File: src/rtl/clic_vector_fetch_if.sv
// Vector-fetch bus between clic_vector_fetch (initiator) and memory.
// vec_in carries the request, vec_out carries the response.
interface clic_vector_fetch_if;

    typedef struct packed {
        logic        mem_valid;
        logic [31:0] mem_addr;
        logic [31:0] mem_wdata;
        logic [3:0]  mem_wstrb;
    } mem_in_type;

    typedef struct packed {
        logic [31:0] mem_rdata;
        logic        mem_error;
        logic        mem_ready;
    } mem_out_type;

    mem_in_type  vec_in;
    mem_out_type vec_out;

    modport master (output vec_in, input  vec_out);
    modport slave  (input  vec_in, output vec_out);

endinterface

File: src/rtl/clic_vector_fetch.sv
// clic_vector_fetch: takes the CLIC's winning interrupt and resolves its
// handler address. shv interrupts read the handler pointer from the vector
// table over the bus. Non-vectored interrupts use the mtvec base.
// Exactly one trap is presented at a time and held until trap_ack.
// Optional build macro CLIC_VECTOR_FETCH_TIMEOUT_EN adds a WAIT timeout of
// TIMEOUT_CYCLES cycles. The aborted fetch then reports trap_error with the
// mtvec base.
module clic_vector_fetch #(
    parameter int unsigned TIMEOUT_CYCLES = 64
) (
    input  logic                        clock,
    input  logic                        reset,
    input  logic                        clic_meip,
    input  logic [11:0]                 clic_meid,
    input  logic                        clic_shv,
    input  logic                        csr_mie,
    input  logic [31:0]                 csr_mtvec,
    input  logic [31:0]                 csr_mtvt,
    clic_vector_fetch_if.master         vec,
    output logic                        trap_valid,
    output logic [11:0]                 trap_id,
    output logic [31:0]                 trap_pc,
    output logic                        trap_error,
    input  logic                        trap_ack,
    output logic                        busy
);

    typedef enum logic [1:0] {
        ST_IDLE = 2'd0,
        ST_REQ  = 2'd1,
        ST_WAIT = 2'd2,
        ST_DONE = 2'd3
    } state_e;

    state_e      state_q, state_d;
    logic [11:0] id_q,    id_d;
    logic [31:0] pc_q,    pc_d;
    logic        err_q,   err_d;
    logic [31:0] addr_q,  addr_d;

    logic        take;
    logic [31:0] req_addr;
    logic [31:0] mtvec_base;

`ifdef CLIC_VECTOR_FETCH_TIMEOUT_EN
    localparam int unsigned CNT_W = (TIMEOUT_CYCLES > 1) ? $clog2(TIMEOUT_CYCLES) : 1;
    localparam logic [CNT_W-1:0] CNT_LAST = CNT_W'(TIMEOUT_CYCLES - 1);
    logic [CNT_W-1:0] cnt_q, cnt_d;
`endif

    // Ignored address bits and the handler's low bit.
    logic unused_bits;
    assign unused_bits = ^{csr_mtvec[1:0], csr_mtvt[5:0], vec.vec_out.mem_rdata[0]};

    assign take       = clic_meip && csr_mie && (clic_meid != 12'd0);
    assign mtvec_base = {csr_mtvec[31:2], 2'b00};
    // The table base is sampled live in REQ; the 32-bit add wraps naturally.
    assign req_addr   = {csr_mtvt[31:6], 6'b0} + {18'b0, id_q, 2'b00};

    // Next-state and datapath decisions for the fetch sequence.
    always_comb begin
        // NOTE: every _d gets a default first, so no path can infer a latch.
        state_d = state_q;
        id_d    = id_q;
        pc_d    = pc_q;
        err_d   = err_q;
        addr_d  = addr_q;
`ifdef CLIC_VECTOR_FETCH_TIMEOUT_EN
        cnt_d   = cnt_q;
`endif
        case (state_q)
            ST_IDLE: begin
                if (take) begin
                    id_d  = clic_meid;
                    // The mtvec base is the answer for non-vectored traps
                    // and the fallback when a vector fetch times out.
                    pc_d  = mtvec_base;
                    err_d = 1'b0;
                    state_d = clic_shv ? ST_REQ : ST_DONE;
                end
            end
            ST_REQ: begin
                addr_d  = req_addr;
`ifdef CLIC_VECTOR_FETCH_TIMEOUT_EN
                cnt_d   = '0;
`endif
                state_d = ST_WAIT;
            end
            ST_WAIT: begin
                if (vec.vec_out.mem_ready) begin
                    pc_d    = {vec.vec_out.mem_rdata[31:1], 1'b0};
                    err_d   = vec.vec_out.mem_error;
                    state_d = ST_DONE;
                end
`ifdef CLIC_VECTOR_FETCH_TIMEOUT_EN
                else if (cnt_q == CNT_LAST) begin
                    err_d   = 1'b1;
                    state_d = ST_DONE;
                end else begin
                    cnt_d = cnt_q + 1'b1;
                end
`endif
            end
            ST_DONE: begin
                if (trap_ack) begin
                    state_d = ST_IDLE;
                end
            end
            default: state_d = ST_IDLE;
        endcase
    end

    // State and trap registers; reset is asynchronous so a mid-fetch reset
    // abandons the transaction at once.
    always_ff @(posedge clock or negedge reset) begin
        if (!reset) begin
            // NOTE: sequential state uses non-blocking assignments only.
            state_q <= ST_IDLE;
            id_q    <= '0;
            pc_q    <= '0;
            err_q   <= 1'b0;
            addr_q  <= '0;
`ifdef CLIC_VECTOR_FETCH_TIMEOUT_EN
            cnt_q   <= '0;
`endif
        end else begin
            state_q <= state_d;
            id_q    <= id_d;
            pc_q    <= pc_d;
            err_q   <= err_d;
            addr_q  <= addr_d;
`ifdef CLIC_VECTOR_FETCH_TIMEOUT_EN
            cnt_q   <= cnt_d;
`endif
        end
    end

    // Read-only request: valid only in REQ; the address is held afterwards.
    assign vec.vec_in = {(state_q == ST_REQ),
                         (state_q == ST_REQ) ? req_addr : addr_q,
                         32'h0,
                         4'h0};

    assign trap_valid = (state_q == ST_DONE);
    assign trap_id    = id_q;
    assign trap_pc    = pc_q;
    assign trap_error = err_q;
    assign busy       = (state_q != ST_IDLE);

endmodule
File: src/flat_wrapper.sv
// flat-port wrapper written by rule: the top's interface ports become plain ports
module clic_vector_fetch_flat 
#(
    parameter int unsigned TIMEOUT_CYCLES = 64
)
  (clock, reset, clic_meip, clic_meid, clic_shv, csr_mie, csr_mtvec, csr_mtvt, trap_valid, trap_id, trap_pc, trap_error, trap_ack, busy, vec_vec_in, vec_vec_out);
  clic_vector_fetch_if vec_i ();
  input  logic clock;
  input  logic reset;
  input  logic clic_meip;
  input  logic [11:0] clic_meid;
  input  logic clic_shv;
  input  logic csr_mie;
  input  logic [31:0] csr_mtvec;
  input  logic [31:0] csr_mtvt;
  output logic trap_valid;
  output logic [11:0] trap_id;
  output logic [31:0] trap_pc;
  output logic trap_error;
  input  logic trap_ack;
  output logic busy;
  output wire logic [$bits(vec_i.vec_in)-1:0] vec_vec_in;
  input wire logic [$bits(vec_i.vec_out)-1:0] vec_vec_out;
  assign vec_vec_in = vec_i.vec_in;
  assign vec_i.vec_out = vec_vec_out;
  clic_vector_fetch #(.TIMEOUT_CYCLES(TIMEOUT_CYCLES)) u_core (.clock(clock), .reset(reset), .clic_meip(clic_meip), .clic_meid(clic_meid), .clic_shv(clic_shv), .csr_mie(csr_mie), .csr_mtvec(csr_mtvec), .csr_mtvt(csr_mtvt), .vec(vec_i), .trap_valid(trap_valid), .trap_id(trap_id), .trap_pc(trap_pc), .trap_error(trap_error), .trap_ack(trap_ack), .busy(busy));
endmodule
File: config.mk
export PLATFORM = sky130hd
export DESIGN_NAME = clic_vector_fetch_flat
export DESIGN_NICKNAME = d
export VERILOG_FILES = /design/src/rtl/clic_vector_fetch_if.sv /design/src/rtl/clic_vector_fetch.sv /design/src/flat_wrapper.sv
export SDC_FILE = /design/constraint.sdc
export NUM_CORES = 1
export LEC_CHECK = 0
export ABC_AREA = 1
export BUFFER_PORTS_ARGS = -buffer_cell sky130_fd_sc_hd__buf_2
export CORE_ASPECT_RATIO = 0.5
export CORE_UTILIZATION = 51
export CTS_CLUSTER_SIZE = 14
export DETAILED_ROUTE_END_ITERATION = 10
export GPL_ROUTABILITY_DRIVEN = 0
export PLACE_DENSITY = 0.95
export SLEW_MARGIN = 0
export SYNTH_ARGS = -nofsm -noshare
export SYNTH_HDL_FRONTEND = slang
export SYNTH_SLANG_ARGS = --single-unit
File: constraint.sdc
create_clock -name clock -period 4.48 [get_ports clock]
set_input_delay 0.224 -clock clock [delete_from_list [all_inputs] [get_ports clock]]
set_output_delay 0.224 -clock clock [all_outputs]
set_load 0.02 [all_outputs]
==> reports/metrics.cfg, run 1 <==
[cells_and_area]
fillCellCount = 743
final_common_cell = nand2_1
drive_gt1_frac = 0.2390
syn2layout_area_growth_pct = 24.09
nNetsFinal = 1011
ff_latch_area_um2 = 1952
multi_input_area_um2 = 2447
diodes = 0
mostFrequentLayoutCells = nand2_1, buf_2, dfrtp_1

[floorplan]
fp.dieW_um = 140.2
die_h_um = 71.12
dieArea_um2 = 9972
coreArea_um2 = 8979
initial_utilization = 0.5426
io-pin-count = 232
rows = 24

[worst_setup_path]
path_class = flop to output pin
critPathLaunchType = flop
cp_slowest_cell = inv_1
crit_arrival_ns = 2.66
slowest_delay_ns = 0.81
critPathBufInv = 4
r2r_setup_slack_ns = 1.67
cp-end-kind = output pin
r2r-start = u_core.state_q[0]
crit_family = buffers and inverters
reg2reg_to = u_core.trap_pc[24]
cp_common_cell = inv_1
worstPathCellList = inv_1 > ha_1 > buf_4 > inv_1 > nand2_1 > o21ai_0 > buf_2
critical_path_required_ns = 4.26
r2r_cells = 8
cp_max_fo = 38

[sta]
grt_setup_unrepaired = false
max_freq_mhz = 346.7
skew_ns = 0.007580
fin_hold_ws_ns = 0.03797
setup_tns_ns = 0
report.final.hold_viol_count = 0
worst_pin_slew_ns = 1.077
relSlewSlack = 0.2810
slew_viol_final = 0
fin_crit_sh = 0.6437
setup_violations = 0
period_minus_slack_ns = 2.884

[global_routing]
grt.total_usage = 0.2640
antenna_found_initial = 0
grt-ovfl-total = 0
grt_pass1_wl_mm = 20.93
grt_pass1_vias = 4704
grt_max_degree = 79

[routing]
drtIter0Drc = 255
ant_nets = 0
wl_per_cell_um = 12.83
routed_via_density = 5.023
firstDrtPassIters = 5
vias = 5043
drt_wl_total_mm = 12.88
drc_errors = 0

[placed_design]
dp_hpwl_mm = 9.299
port_buffers = 185

[synth]
yosys_warnings = 0
synth-edff-count = 0
synth_cells = 710
synth.cell_area_um2 = 4872
yosys.cell_types.count = 29
synth-seq-area-share = 0.4006
synth_ff_type = dfrtp_1
synth.avg_cell_area_um2 = 6.862
synthArstFlopShare = 1.000
ys_seq_elements = 78

[clock_network]
cts_sinks = 78
clk_pin_slew_ns = 0.06
post_cts_buffers = 0
clock_latency_ns = 0.33
htree_num_levels = 3
cts_tree = done
hold_buffers = 0
cts_made_buffers = 9
ctsResizeCount = 0
cts_max_path_buffers = 2
cts_root_buf = clkbuf_16

[power]
powerDensity_nw_per_um2 = 755.5
vdd_drop_max_v = 0.0004147
power.leakage_uw = 0.003623

[hold_path]
hp-class = input port to asynchronous set/reset pin

[job]
max_cap_violations = 0

[run_status]
status = complete, no violations

## worst reg2reg max path, cell delays in order (launching register included)
cell and delay [ns]:
dfrtp_1 0.40, inv_1 0.08, ha_1 0.22, inv_2 0.43, nor2_1 0.15, a21oi_4 0.74
nand2_4 0.41, nand2_1 0.19, nand2_1 0.08
## how the worst max path moves through the flow
| stage | startpoint | to | slack, ns | depth (start not counted) |
|---|---|---|---|---|
| 2_1_floorplan | u_core.trap_id[4] | vec_vec_in[50] | 2.14 | 8 |
| 5_1_grt | u_core.state_q[1] | vec_vec_in[45] | 1.38 | 6 |
| 3_3_place_gp | u_core.state_q[0] | u_core.trap_pc[20] | 1.82 | 8 |
| 3_5_place_dp | u_core.state_q[0] | u_core.trap_pc[10] | 1.69 | 8 |
| 4_1_cts | u_core.state_q[1] | vec_vec_in[45] | 1.61 | 6 |
| 6_report | u_core.state_q[1] | vec_vec_in[45] | 1.60 | 7 |
## flip-flops by register name, indices dropped and copies added, names as in the netlist
register / cells
u_core.trap_pc: 31
u_core.trap_error: 1
u_core.state_q: 2
u_core.addr_q: 32
u_core.trap_id: 12
## layout make-up
class,instances,share of cell area
repair buffers,187,0.1560
clock buffers,10,0.03953
well taps,117,0.02421
flip-flops and latches,78,0.3228
clock inverters,6,0.01904
multi-input cells,552,0.4048
inverters,54,0.03353
## metrics by stage
| stage | util | total power, uW | instance area (um2) | std cells | setup WS [ns] |
|---|---|---|---|---|---|
| 2_1_floorplan | - | 3011 | 5007 | 746 | 2.136 |
| 3_3_place_gp | 0.6339 | 3617 | 5692 | 988 | 1.822 |
| 3_5_place_dp | 0.6339 | 3705 | 5692 | 988 | 1.687 |
| 4_1_cts | 0.6734 | 4588 | 6046 | 1004 | 1.612 |
| 5_1_grt | 0.6734 | 4898 | 6046 | 1004 | 1.379 |
| 6_report | 0.6734 | 4567 | 6046 | 1004 | 1.596 |
## logic make-up (layout without fill, tap and decap cells)
family,count (synthesis),after routing,share of synthesized area
xor+xnor,6,6,0.01079
compound gates,30,30,0.03364
flops,78,78,0.4006
buf+inv,116,257,0.1248
other cells,1,37,0.0007697
simple gates,466,466,0.3945
fa+ha+maj,13,13,0.03492
## power breakdown
| group | switching (uW) | total (uW) | internal [uW] |
|---|---|---|---|
| clock | 296 | 859 | 563 |
| combinational | 1760 | 2510 | 752 |
| sequential | 156 | 1200 | 1040 |
| total | 2210 | 4570 | 2360 |
## cell usage after synthesis, types with 2 or more instances
| cell | n | area share |
|---|---|---|
| nand3_1 | 71 | 0.073 |
| nand3b_1 | 4 | 0.0062 |
| nor3_1 | 7 | 0.0072 |
| nand2_4 | 3 | 0.0069 |
| buf_4 | 37 | 0.057 |
| xnor2_1 | 5 | 0.0090 |
| nand2_2 | 2 | 0.0026 |
| or2_1 | 2 | 0.0026 |
| nor2_1 | 30 | 0.023 |
| dfrtp_1 | 78 | 0.40 |
| buf_2 | 9 | 0.0092 |
| nand4_1 | 5 | 0.0064 |
| ha_1 | 12 | 0.031 |
| nand2_1 | 338 | 0.26 |
| buf_6 | 3 | 0.0069 |
| o21ai_1 | 2 | 0.0021 |
| a31oi_1 | 2 | 0.0026 |
| clkbuf_1 | 13 | 0.010 |
| and2_1 | 2 | 0.0026 |
| o21ai_0 | 23 | 0.024 |
| inv_1 | 53 | 0.041 |
| a21oi_1 | 2 | 0.0021 |
## routing by layer
| metal | GRT usage | wire, um |
|---|---|---|
| met1 | 0.3057 | 5266 |
| met2 | 0.4817 | 6438 |
| met3 | 0.06093 | 841 |
| met4 | 0.1026 | 335 |
| met5 | 0 | 0 |
Power figures use the tool's default switching activity.
==> run 2: changes to the inputs <==
- CORE_UTILIZATION: 51 -> 47
- PLACE_DENSITY: 0.95 -> 0.93
- clock period: 4.48 -> 3 ns (I/O delays scaled with it)
==> run 2 against run 1 <==
The run now ends with hold timing left. Clock skew about the same. Sequential power up 49%. First-iteration DRC count up 11%. Final cell count up 2.2%. Via count down 3.1%. Register-to-register slack worse by 0.77 ns. Total power up 44%. Sequential cell count unchanged. Cell area down 0.27%. Critical endpoint is now vec_vec_in[50]. Largest cell class unchanged. Largest power group unchanged.
==> reports/metrics.cfg, run 2 (synthesis results as in run 1) <==
[sta]
setup_tns_ns = 0  ; unchanged
grt_setup_unrepaired = false
period_minus_slack_ns = 2.662
slew_viol_final = 0  ; unchanged
skew_ns = 0.007905  ; +0.0003255 ns
setup_violations = 0  ; unchanged
fin_hold_ws_ns = -0.04262  ; -0.08059 ns
setup_slack_ns = 0.3379  ; -1.258 ns
worst_pin_slew_ns = 0.9729  ; -0.1044 ns
report.final.hold_viol_count = 40  ; +40
relSlewSlack = 0.3514  ; +0.07040
fin_crit_sh = 0.8874
max_freq_mhz = 375.6

[clock_network]
hold_buffers = 0  ; unchanged
htree_num_levels = 3  ; unchanged
cts_sinks = 78  ; unchanged
cts_made_buffers = 9  ; unchanged
clock_latency_ns = 0.34  ; about the same
cts_tree = done
ctsResizeCount = 0  ; unchanged
cts_max_path_buffers = 2  ; unchanged
post_cts_buffers = 0  ; unchanged
cts_root_buf = clkbuf_16
clk_pin_slew_ns = 0.06  ; about the same

[global_routing]
grt.total_usage = 0.2359  ; -0.02816
grt_max_degree = 79  ; unchanged
grt-ovfl-total = 0  ; unchanged
grt_pass1_vias = 4420  ; -6.0%
antenna_found_initial = 0  ; unchanged
grt_pass1_wl_mm = 20.35  ; -2.8%

[cells_and_area]
top_register = u_core.addr_q
fin_cells = 1026  ; +2.2%
drive_gt1_frac = 0.2424  ; +0.003416
diodes = 0  ; unchanged
largest_reg_flops = 32  ; unchanged
fillCellCount = 897  ; +21%
nNetsFinal = 1015  ; +0.40%
mostFrequentLayoutCells = nand2_1, buf_2, dfrtp_1
syn2layout_area_growth_pct = 23.75
final_common_cell = nand2_1

[floorplan]
rows = 25  ; +4.2%
die_h_um = 74.00  ; +4.0%
io-pin-count = 232  ; unchanged
dieArea_um2 = 10800  ; +8.3%
coreArea_um2 = 9759  ; +8.7%
initial_utilization = 0.4992  ; -0.04341
fp.dieW_um = 146.0  ; +4.1%

[power]
vdd_drop_max_v = 0.0005928  ; +43%
powerDensity_nw_per_um2 = 1094  ; +45%
power.leakage_uw = 0.003607  ; -0.45%
p_total_uw = 6599  ; +44%

[run_status]
status = finished with violations
violations = hold timing

[routing]
drc_errors = 0  ; unchanged
routed_via_density = 4.765  ; -5.1%
firstDrtPassIters = 5  ; unchanged
drtIter0Drc = 284  ; +11%
ant_nets = 0  ; unchanged
wl_per_cell_um = 12.31  ; -4.0%
vias = 4889  ; -3.1%
drt_wl_total_mm = 12.64  ; -1.9%

[worst_setup_path]
crit_arrival_ns = 2.51  ; -0.15 ns
r2r-start = u_core.state_q[0]
cp_max_fo = 9  ; -76%
cp-startpoint = u_core.trap_id[4]
critPathLaunchType = flop
critical_path_required_ns = 2.85  ; -1.41 ns
cp-end-kind = output pin
path_class = flop to output pin

[placed_design]
port_buffers = 185  ; unchanged
place_ws_ns = 0.6975  ; -0.9895 ns
dp_hpwl_mm = 9.577  ; +3.0%
placed_cells = 1010  ; +2.2%

[job]
max_cap_violations = 0  ; unchanged

[hold_path]
hp-class = input port to asynchronous set/reset pin

## run 2: changes by cell type in the layout (fill, tap and decap cells not counted)
cell | before | now
buf_4 | 3 | 7
clkinv_2 | 0 | 1
clkinv_4 | 0 | 2
inv_6 | 2 | 1
bufinv_16 | 3 | 0
clkinvlp_4 | 1 | 2
## run 2: per-stage QoR
| step | hold slack [ns] | utilization | cell area [um2] |
|---|---|---|---|
| 6_report | -0.04262 | 0.6178 | 6030 |
| 5_1_grt | 0.02793 | 0.6178 | 6030 |
| 4_1_cts | 0.004995 | 0.6178 | 6030 |
| 3_5_place_dp | 0.3679 | 0.5886 | 5744 |
| 3_3_place_gp | 0.3516 | 0.5886 | 5744 |
| 2_1_floorplan | -0.1456 | - | 5007 |
## run 2: area by class of cell
class / instances / area [um2] / area share
timing repair buffer: 191 / 973.4 / 0.1614
clock buffer: 10 / 239.0 / 0.03963
clock inverter: 6 / 46.29 / 0.007678
sequential: 78 / 1952 / 0.3237
inverter: 54 / 202.7 / 0.03362
tap: 135 / 168.9 / 0.02801
multi-input combinational: 552 / 2447 / 0.4059
## run 2: final timing paths
check	depth (start not counted)	slack [ns]	endpoint
max in group asynchronous	1	2.40	u_core.trap_pc[9]
max	9	0.34	vec_vec_in[50]
min reg2reg	2	0.47	u_core.trap_pc[18]
max reg2reg	8	0.90	u_core.trap_pc[20]
min	1	-0.04	u_core.addr_q[29]
min in group clock	3	0.02	u_core.trap_id[7]
## run 2: power by group
part / switching (uW) / leakage (uW) / internal [uW]
clock: 443 / 0.000135 / 586
combinational: 2620 / 0.00250 / 1160
sequential: 234 / 0.000967 / 1560
## run 2: per-layer routing
metal / GRT usage / vias to the layer above / share of wire
met5: 0 / - / 0
met2: 0.4179 / 188 / 0.48
met4: 0.08796 / 0 / 0.020
met3: 0.05521 / 23 / 0.059
met1: 0.2891 / 2187 / 0.44
li1: - / 2491 / -
## run 2: worst max-delay path: stages, from the launching register on
cell and delay [ns]:
dfrtp_1 0.39, ha_1 0.24, fa_1 0.45, nand2_1 0.13, nand3_1 0.10, nand3_1 0.10, nand2_2 0.15, xnor2_1 0.16
o21ai_0 0.23, buf_2 0.21
